===== config.mk =====
export PLATFORM = sky130hd
export DESIGN_NAME = regfile_param
export DESIGN_NICKNAME = d
export VERILOG_FILES = /design/src/rtl/regfile_param.sv
export SDC_FILE = /design/constraint.sdc
export NUM_CORES = 1
export LEC_CHECK = 0
export ABC_AREA = 1
export BUFFER_PORTS_ARGS = -buffer_cell sky130_fd_sc_hd__buf_4
export CAP_MARGIN = 10
export CORE_UTILIZATION = 63
export DETAILED_ROUTE_END_ITERATION = 8
export GPL_ROUTABILITY_DRIVEN = 0
export PLACE_DENSITY_LB_ADDON = 0.15
export SYNTH_ARGS = -nofsm -noshare
export SYNTH_HDL_FRONTEND = slang
export SYNTH_SLANG_ARGS = --single-unit

===== constraint.sdc =====
create_clock -name clk -period 2.3 [get_ports clk]
set_input_delay 0.23 -clock clk [delete_from_list [all_inputs] [get_ports clk]]
set_output_delay 0.23 -clock clk [all_outputs]
set_load 0.02 [all_outputs]

===== src/rtl/regfile_param.sv =====
// regfile_param: parametrised register file for the decode stage.
// Provides NREAD combinational read ports with same-cycle writeback bypass,
// an optional hardwired zero register, and a per-register busy scoreboard.
// Issue sets a register busy on the next edge. Writeback clears it on the
// next edge and already reads as not-busy in the writeback cycle.
// DEPTH must be a power of two (>= 2) and NREAD must be in 1..4.
module regfile_param #(
  parameter int WIDTH    = 16,
  parameter int DEPTH    = 16,
  parameter int NREAD    = 2,
  parameter int ZERO_REG = 1,
  localparam int ADDR_W  = $clog2(DEPTH)
) (
  input  logic                    clk,
  input  logic                    rst,
  input  logic                    WriteReg,
  input  logic [ADDR_W-1:0]       DstReg,
  input  logic [WIDTH-1:0]        DstData,
  input  logic                    IssueValid,
  input  logic [ADDR_W-1:0]       IssueReg,
  input  logic [NREAD*ADDR_W-1:0] SrcReg,
  output logic [NREAD*WIDTH-1:0]  SrcData,
  output logic [NREAD-1:0]        SrcBusy
);

  localparam bit HAS_ZERO = (ZERO_REG != 0);

  logic [WIDTH-1:0] mem [DEPTH];
  logic [DEPTH-1:0] busy;
  logic [DEPTH-1:0] busy_nxt;
  logic             wr_en;

  // Writes aimed at the hardwired zero register are dropped here, so the
  // array entry for r0 stays at its reset value of zero.
  assign wr_en = WriteReg && !(HAS_ZERO && (DstReg == '0));

  // Next busy vector: issue sets, writeback clears, issue wins a tie because
  // the newly issued producer is still outstanding.
  always_comb begin
    busy_nxt = busy;
    for (int r = 0; r < DEPTH; r++) begin
      if (IssueValid && (IssueReg == ADDR_W'(r))) begin
        busy_nxt[r] = 1'b1;
      end else if (WriteReg && (DstReg == ADDR_W'(r))) begin
        busy_nxt[r] = 1'b0;
      end
    end
    if (HAS_ZERO) begin
      busy_nxt[0] = 1'b0;
    end
  end

  // Storage update: reset clears data and abandons every pending producer;
  // anything presented during the reset cycle is discarded.
  always_ff @(posedge clk) begin
    if (rst) begin
      for (int r = 0; r < DEPTH; r++) begin
        mem[r] <= '0;
      end
      busy <= '0;
    end else begin
      if (wr_en) begin
        mem[DstReg] <= DstData;
      end
      busy <= busy_nxt;
    end
  end

  for (genvar i = 0; i < NREAD; i++) begin : g_rd
    logic [ADDR_W-1:0] sel;
    logic              hit;
    logic [WIDTH-1:0]  rd_data;
    logic              rd_busy;

    assign sel = SrcReg[i*ADDR_W +: ADDR_W];
    assign hit = WriteReg && (DstReg == sel);

    // Read mux: reset and zero register force zero, else a same-cycle
    // writeback bypasses the array and also masks the busy flag.
    always_comb begin
      rd_data = mem[sel];
      rd_busy = busy[sel];
      if (rst) begin
        rd_data = '0;
        rd_busy = 1'b0;
      end else if (HAS_ZERO && (sel == '0)) begin
        rd_data = '0;
        rd_busy = 1'b0;
      end else if (hit) begin
        rd_data = DstData;
        rd_busy = 1'b0;
      end
    end

    assign SrcData[i*WIDTH +: WIDTH] = rd_data;
    assign SrcBusy[i]                = rd_busy;
  end

endmodule


### Yosys cells after proc, flatten, opt, wreduce, memory -nomap -nowiden

Memories as Yosys holds them, arrays and structs flattened.
Cells that the tools add are included.
W data, S select, Z words.

* flip-flop bits (word level): 16
* latch bits: 0
* RAM bits: 256
* bits in read-only memories: 0
* input bits: 36
* logic and storage cells: 158
* memories: 1

* $add $sub $neg: 0
* multipliers: 0
* divide/modulo/power cells: 0
* magnitude comparators: 2
* equal/unequal tests: 32
* shift operators: 0
* muxes and demuxes: 54
* bitwise operators: 0
* reductions and logical operators: 53

Memories
* mem: words 16, width 16, read ports 2, clocked after memory_dff 0, write ports 16, line 28 `logic [WIDTH-1:0] mem [DEPTH];`

Operator list (count)
* $mux W16: 7
* $eq A4 B4 Y1 const B: 16
* $mux W1: 44
* $logic_and A1 B1 Y1: 33
* $eq A4 B3 Y1 const B: 8
* $reduce_bool A2 Y1: 15
* $eq A4 B2 Y1 const B: 4
* $reduce_or A16 Y1: 1
* $logic_not A4 Y1: 3
* $lt A4 B5 Y1 const B: 2
* $bmux W1 S4: 2
* $eq A4 B1 Y1 const B: 2
* $eq A4 B4 Y1: 2
* $mux W4: 1
* $logic_not A1 Y1: 1

### Longest topological paths before layout

Gate-level depths: netlist of the first run.

* depth after elaboration: 8
* gate-level depth with buffers: 12

### Worst setup path after synthesis of the first run

No wires, ideal clock.

* path type: in2reg
* start: in rst
* end: mem mem[10][0], enable pin
* arrival time: 1.585 ns
* setup slack: 0.343 ns
* stages: 7
* cell sequence: buf_2 -> nor2_4 -> a21boi_1 -> buf_4 -> nand3_2 -> buf_2 -> nand2_1

RTL lines
* start, declared: line 15 `input logic rst,`
* end, declared: line 28

==> run summary, run 1 <==
The antenna diode count is 0. In this run the critical register-to-register path is launched from busy[3]. The setup violation total in the final timing report came out at 0. The initial standard-cell utilization of the core is 64.4%. The run finished with clean final reports.

From bottom edge to top edge, the die measures 163 µm. The worst ir drop on vdd came out at 0.710 mV. The leakage power is about 8.6 nW. The post-place instance area came out at between 15000 and 20000 µm².

The share of final-layout standard cells stronger than drive strength 1 came out at 9.58%. The largest net degree at the start of global routing is between 90 and 100. Max-cap violations in this run came to 0.

The nature of the critical path startpoint is a flip-flop. Tracing the worst setup path back leads to its startpoint at mem[15][1]. The detailed router placed 16000 vias in this run.

The worst setup path is of the reg2out kind. The largest stage delay on the critical path is approximately 360 ps. The overall routed net length is 54.3 mm.

The clock passes through at most 3 buffers. The final critical path takes up roughly 100% of the cycle. For this run, the number of standard cells in the final layout without fillers is about 2600.

The layout overhead on the synthesized area came out at 12.5%. The number of levels the H-tree was split into came out at 1. The die extent in x is 163 µm. After detailed routing, the average wire length per cell comes to roughly 21 µm. Setup slack on the worst reg-to-reg path comes out at ~1700 ps. The final layout contains ~2300 nets.

Among the stages of the critical path, the cell type that occurs most often is sky130_fd_sc_hd__nor2_1. The netlist uses 29 different library cells. The final number of max-transition violations was 0. The post-CTS clock slew at the launch and capture registers of the worst setup and hold paths is ~60 ps. The core outline area is roughly 25000 µm². During placement, the flow inserted port buffers numbering ~70. The total power density per cell area came out at around 660 nW/µm².

The number of DRC violations after detailed routing is 0. The average instance in the mapped netlist occupies 7.29 µm². For this block, the initial DRC count from the detailed router was 2784. For this run, the top clock speed supported by timing is roughly 440 MHz. The most used flip-flop cell after synthesis is sky130_fd_sc_hd__edfxtp_1. The startpoint of the lowest-slack hold path is IssueReg[2]. Post-CTS timing repair inserted 0 buffers for setup.

Detailed placement ended at an HPWL of between 30 and 40 mm. The number of antenna violations at the first check in global routing is 1. The tightest slew margin relative to the limit came out at approximately 44%.

The fill cell instance count of the final layout came out at slightly below 2000. Of all nets on the critical path, the largest fanout is 2. Setup repair after global routing left no endpoint under its margin. The synthesis warning total is 0. The post-synth design cell area is between 15000 and 20000 µm². The cell count after synthesis came out at between 2000 and 2500.

The via count of the first global-routing pass is between 15000 and 20000. The number of top-level design ports is 70. The minimum period implied by the final worst setup slack is about 2300 ps. The portion of the post-synthesis area used by sequential elements came out at about half. The area of the die is around 26000 µm². At the worst endpoint, the arrival time is slightly above 2000 ps. The async set or reset register ratio after synthesis came out at 0%.

The design area is 18300 µm². The first TritonRoute pass finished after 6 iterations. The count of flip-flops with a built-in enable after synthesis is 256. The first global-routing pass estimated 82.0 mm of wire. The worst-margin pin slew came out at 837 ps.

The placed instance count is around 2600. Row generation in the floorplan step produced 58 rows. The post-synthesis register bit count is between 200 and 300. The count of endpoints failing hold in the final timing report is 0.

At the later pin of the worst-skew pair, clock insertion delay measures 550 ps. The worst path required time came out at between 2000 and 2500 ps. In this run, CTS created clock tree buffers numbering 29. The number of sinks handled by clock tree synthesis is about 270. The slowest cell on the critical path is sky130_fd_sc_hd__nor2_1. Once detail routing completed, the nets flagged for antenna violations numbered 0. The critical path goes through inv_1, nand2_1, nand3_1, nand3_1, nand2_1, nor2_1, nor2_1, nor2_1, buf_4.

The classification of the worst-slack hold path is in2reg. The total negative slack is 0 ps. TritonCTS built the clock tree.

The detail-routed via count per cell came out at approximately 6.1. The root buffer selected by CTS is sky130_fd_sc_hd__clkbuf_16. The maximum clock skew at final layout came out at 0 ps. For this run, the total global-route usage over all layers was measured as between 40% and 50%. The global route total overflow came out at 0.

The worst setup path is captured at an output pin.
[cell usage after synthesis, types with 4 or more instances]
cell type | instances | area share [%]
sky130_fd_sc_hd__o21ai_1 | 4 | 0.12
sky130_fd_sc_hd__a21oi_1 | 34 | 1.0
sky130_fd_sc_hd__buf_1 | 16 | 0.37
sky130_fd_sc_hd__clkbuf_1 | 75 | 1.7
sky130_fd_sc_hd__xor2_1 | 4 | 0.22
sky130_fd_sc_hd__inv_1 | 267 | 6.2
sky130_fd_sc_hd__clkinv_1 | 4 | 0.092
sky130_fd_sc_hd__nor2_1 | 405 | 9.3
sky130_fd_sc_hd__nand2_1 | 613 | 14
sky130_fd_sc_hd__buf_2 | 64 | 2.0
sky130_fd_sc_hd__nand3_2 | 8 | 0.49
sky130_fd_sc_hd__nand3_1 | 332 | 10
sky130_fd_sc_hd__dfxtp_1 | 15 | 1.8
sky130_fd_sc_hd__o211ai_1 | 38 | 1.8
sky130_fd_sc_hd__edfxtp_1 | 256 | 47
sky130_fd_sc_hd__o21ai_0 | 72 | 2.2
[metrics by stage]
stage | hold slack [ps] | total power, W | utilization, % | setup slack [ps]
6_report | 24.5 | 0.0121 | 72.4 | 43.4
3_5_place_dp | 452 | 0.00787 | 69.0 | 264
2_1_floorplan | 395 | 0.00710 | - | 343
4_1_cts | 5.55 | 0.0120 | 72.4 | 131
3_3_place_gp | 450 | 0.00782 | 69.0 | 290
5_1_grt | 28.4 | 0.0124 | 72.4 | 16.7
[worst max-delay path: cells and delay by family (launching register included)]
| family | cells | cell delay [ps] |
|---|---|---|
| buf+inv | 2 | 230 |
| simple gates | 7 | 910 |
| flops | 1 | 340 |
[layer usage]
layer  GRT usage [%]  vias up  part of all wire, %
met4            25.2        2                  6.8
li1                -     7195                    -
met2            63.5     1314                   44
met3            9.73      304                   15
met5               0        -                0.024
met1            53.0     7233                   35
[cells by family (layout without fill, tap and decap cells)]
kind of cell              after synthesis  count (layout)  share of synthesized area, %
AOI/OAI and AO/OA                     155             155                          5.46
xor gates and xnor gates                4               4                         0.215
DFF                                   271             271                          49.1
buffers and inverters                 432             484                          10.5
other                                   1              16                        0.0231
and+or+nand+nor                      1367            1367                          34.6
[power by group]
part	switching [W]	total, W	internal [W]	leakage (nW)
Sequential	0.000101	0.00577	0.00567	2.57
Combinational	0.00146	0.00210	0.000636	5.60
Clock	0.00194	0.00423	0.00229	0.399
Total	0.00350	0.0121	0.00860	8.57
[worst paths after layout]
path                      end  cells after the start
setup / recovery  SrcData[17]                      9
hold / removal        busy[9]                      4
hold reg to reg       busy[5]                      2
setup reg to reg      busy[3]                      2
[layout make-up]
| class | count | area, µm² | area share, % |
|---|---|---|---|
| flip-flops and latches | 271 | 7990 | 43.7 |
| multi-input cells | 1542 | 6630 | 36.2 |
| repair buffers | 160 | 1410 | 7.71 |
| well taps | 330 | 413 | 2.26 |
| clock inverters | 16 | 81.3 | 0.445 |
| clock buffers | 34 | 744 | 4.07 |
| inverters | 274 | 1030 | 5.63 |
[cell usage in the layout, fill, tap and decap left out, types with 2 or more instances in the layout]
cell type                       Yosys  layout
sky130_fd_sc_hd__nor2_1           405     402
sky130_fd_sc_hd__inv_1            267     265
sky130_fd_sc_hd__inv_2              3       5
sky130_fd_sc_hd__a21oi_1           34      34
sky130_fd_sc_hd__nand3_2            8       9
sky130_fd_sc_hd__nor2_2             2       5
sky130_fd_sc_hd__nand3_1          332     331
sky130_fd_sc_hd__a31oi_1            3       3
sky130_fd_sc_hd__clkinv_2           0       8
sky130_fd_sc_hd__dlygate4sd3_1      0       4
sky130_fd_sc_hd__buf_12             0      16
sky130_fd_sc_hd__clkinv_1           4       8
sky130_fd_sc_hd__edfxtp_1         256     256
sky130_fd_sc_hd__o21ai_0           72      71
sky130_fd_sc_hd__o21ai_1            4       5
sky130_fd_sc_hd__clkbuf_1          75       5
sky130_fd_sc_hd__nand2_1          613     613
sky130_fd_sc_hd__conb_1             1      16
sky130_fd_sc_hd__clkbuf_16          0      29
sky130_fd_sc_hd__o211ai_1          38      38
sky130_fd_sc_hd__nor2_4             3       3
sky130_fd_sc_hd__xor2_1             4       4
sky130_fd_sc_hd__dfxtp_1           15      15
sky130_fd_sc_hd__buf_4              3     140
sky130_fd_sc_hd__nor3_1             2       2
sky130_fd_sc_hd__clkinvlp_4         0       3
[state kept, by name (all words and copies together) (netlist names)]
signal,cells
busy,15
mem,256
[what timing repair did]
item	CTS	global route
hold buffers	4	0
endpoints found under the setup margin	0	5
hold endpoints to repair	6	0
gates resized for setup	0	5
Power figures use the tool's default switching activity.
==> run 2, diff against run 1 <==
--- a/config.mk
+++ b/config.mk
@@ -8,7 +8,9 @@
 export ABC_AREA = 1
 export BUFFER_PORTS_ARGS = -buffer_cell sky130_fd_sc_hd__buf_4
 export CAP_MARGIN = 10
-export CORE_UTILIZATION = 63
+export CELL_PAD_IN_SITES_DETAIL_PLACEMENT = 1
+export CELL_PAD_IN_SITES_GLOBAL_PLACEMENT = 2
+export CORE_UTILIZATION = 37
 export DETAILED_ROUTE_END_ITERATION = 8
 export GPL_ROUTABILITY_DRIVEN = 0
 export PLACE_DENSITY_LB_ADDON = 0.15
==> run 2 against run 1 <==
Net effect: clock skew unchanged; wire length increased by 24%; worst setup slack better by 36 ps; clock-buffer cell count grew 10; die area increased by 69%; register-to-register slack about the same; highest routed layer is now met4; final cell count rose by 10%; sequential cell count is the same; power grew 8.5%; via count shrank 2.0%; critical endpoint is now SrcData[7].
==> run summary, run 2 (synthesis results as in run 1) <==
The flow ran to the end, and the final reports show no timing, DRC or antenna violations. The die extent in x is ~210 µm. The final critical path takes up between 90% and 100% of the cycle. The post-CTS clock slew at the launch and capture registers of the worst setup and hold paths came out at 60 ps.

The worst-margin pin slew came out at approximately 920 ps. The number of violations reported at the end of detailed-routing iteration 0 came out at 1492. Setup repair after global routing left no endpoint under its margin. The tree is rooted in a sky130_fd_sc_hd__clkbuf_16. Among all stages on the critical path, the largest delay is contributed by sky130_fd_sc_hd__edfxtp_1. The area used by sequential logic in the layout is between 7000 and 8000 µm². The core outline area is ~43000 µm². The total clock buffers created by CTS is 36. The arrival time reported for the critical path endpoint is around 2000 ps.

Of the cells placed in the final design, the portion with a size suffix greater than 1 is between 10% and 20%. The via count of the first global-routing pass came out at roughly 16000. The clock period could shrink to between 2000 and 2500 ps.

In this run the most critical hold path is launched from rst. The register bank with the most flops is mem. Based on the critical path, the design can be clocked at up to roughly 450 MHz.

The largest stage delay on the critical path came out at ~380 ps. The quantity of I/O buffers inserted on ports came out at 69. In the layout the commonest cells are 613 x sky130_fd_sc_hd__nand2_1, 400 x sky130_fd_sc_hd__nor2_1, 331 x sky130_fd_sc_hd__nand3_1. The clock tree from TritonCTS is built. The post-detailed-route count of antenna-violating nets is 0. The number of optimization iterations in the first detailed-route pass came out at 5.

Global routing finished with a remaining overflow of 0. In the final layout, the registers with the most flip-flops are mem: 256 flops, busy: 15 flops. The first global-routing pass estimated approximately 100 mm of wire. The final core utilization came out at between 40% and 50%. Of all nets on the critical path, the largest fanout is 2. The total negative slack came out at 0 ps.

The critical path goes through inv_1, nand2_1, nand3_1, nand3_1, nand3_1, nand3_1, nand2_1, inv_1, buf_4. Dividing the detail-routed wire length by the instance count gives 23.3 µm. The leakage power is approximately 8.7 nW.

The setup path with the least slack is of type reg2out. The worst setup path is launched from a flip-flop. The half-perimeter wire length of the detailed placement result is between 40 and 50 mm.

The share of power burned in combinational logic came out at around 17%. Across the routed clock network, the largest skew measured is 0 ps. The number of sinks handled by clock tree synthesis is 271.

After routing the design area is ~19000 µm². The setup violation total in the final timing report came out at 0. The tightest slew margin relative to the limit came out at between 30% and 40%.

The cell type group with the largest total delay on the critical path is simple AND/OR/NAND/NOR gates. The count of endpoints failing hold in the final timing report is 0. The net count reported at finish is 2325.

The clock passes through at most 3 buffers. By instance count, the cell type seen most on the critical path is sky130_fd_sc_hd__nand3_1. The layout overhead on the synthesized area came out at 16.2%.

The critical path startpoint is mem[15][7]. The via count is about 16000. The proportion of power drawn by the clock network is just under 40%. The number of flip-flops in the largest register came out at between 200 and 300. The startpoint identified for the worst register-to-register timing path is busy[3]. The final hold slack came out at between 20 and 25 ps. The max-cap check violation count came out at 0. The die span in y is 212 µm. The post-place instance area came out at 17800 µm². The number of antenna diodes in the final layout is 0. The total power draw is around 0.013 W. Summing all multi-input logic gate instances after layout gives around 6600 µm². The critical path capture point type is an output pin. At the later pin of the worst-skew pair, clock insertion delay measures between 500 and 600 ps. After detailed routing, the number of vias per cell comes to roughly 5.4. The number of top-level design ports is 70. IR analysis of the VDD net gives a maximum drop of approximately 0.61 mV.

The sequential fraction of design power came out at 44.0%. The post-CTS setup buffer count came out at 0. The overall track demand over capacity in global routing is 30.7%. The library cell used most frequently in the layout, excluding fill and tap cells, is sky130_fd_sc_hd__nand2_1. The initial utilization of the core area, before any placement, comes to 37.7%. The switching power as a share of total power is between 20% and 30%. For the worst setup path, the data required time is 2070 ps. The filler cells instantiated in the layout total between 5000 and 6000. The floorplan has 76 rows.

The count of buffer and inverter cells on the critical path is 3. The number of antenna violations at the first check in global routing is 0. The final number of max-transition violations is 0. The tightest min-delay check is of the in2reg type. The number of DRC violations after detailed routing came out at 0. Summed over all nets, the switching power comes to between 0.003 and 0.004 W. Entering global routing, the biggest net connects 52 pins.

The cell-internal power came out at between 0.009 and 0.01 W. The H-tree generated during clock tree synthesis spans 2 levels. The total power density per cell area came out at between 600 and 700 nW/µm². The area of the die is about 45000 µm². Summed over all layers, the routed wires come to 67.3 mm.
run 2: changes by cell type in the layout (fill, tap and decap cells not counted), moves of 2 or more:
cell                            previous run  this run
sky130_fd_sc_hd__clkinvlp_4                3         0
sky130_fd_sc_hd__buf_12                   16        20
sky130_fd_sc_hd__nor2_1                  402       400
sky130_fd_sc_hd__clkinv_1                  8        10
sky130_fd_sc_hd__clkinv_2                  8         6
sky130_fd_sc_hd__nor2_2                    5         7
sky130_fd_sc_hd__dlygate4sd3_1             4         2
sky130_fd_sc_hd__clkbuf_1                  5         7
sky130_fd_sc_hd__clkbuf_16                29        37
run 2: repair_timing:
action	in CTS	in global routing
resized for setup	1	7
hold buffers	2	0
endpoints found under the setup margin	1	5
hold endpoints to repair	4	0
run 2: final timing paths:
check / endpoint / slack, ps / cells after the start
worst min-delay path: mem[0][0] / 20 / 1
worst max-delay path: SrcData[7] / 80 / 9
worst min register to register: busy[11] / 470 / 2
worst max register to register: busy[3] / 1670 / 2
run 2: cell type report:
cell class,instances,share of cell area [%]
Sequential cell,271,42.3
Multi-Input combinational cell,1542,35.1
Timing Repair Buffer,164,7.89
Inverter,274,5.46
Clock buffer,44,5.04
Tap cell,585,3.87
Clock inverter,15,0.364
run 2: power groups by stage:
stage	combinational [W]	clock (W)	sequential [W]
2_1_floorplan	0.00126	0	0.00584
3_3_place_gp	0.00216	0	0.00586
3_5_place_dp	0.00219	0	0.00588
4_1_cts	0.00221	0.00519	0.00578
5_1_grt	0.00242	0.00532	0.00581
6_report	0.00223	0.00512	0.00578
run 2: stage by stage:
stage               std cells  setup slack [ps]
finish                   2895              79.9
global route             2895              1.48
CTS                      2895              34.6
detailed placement       2834               148
global placement         2834               150
floorplan                2245               343
run 2: per-layer routing:
layer  track usage [%]  wire, µm  up-vias
li1                  -         -     7205
met1              43.4     31000     7894
met2              49.8     31000      525
met3              3.49      3950       96
met4              8.25      1440        0
met5                 0         0        -
run 2: worst register-to-register path: cells and delay by family (launching register included):
| family | cells | cell delay (ps) |
|---|---|---|
| DFF | 1 | 350 |
| and+or+nand+nor | 1 | 90 |
| AOI/OAI and AO/OA | 1 | 90 |
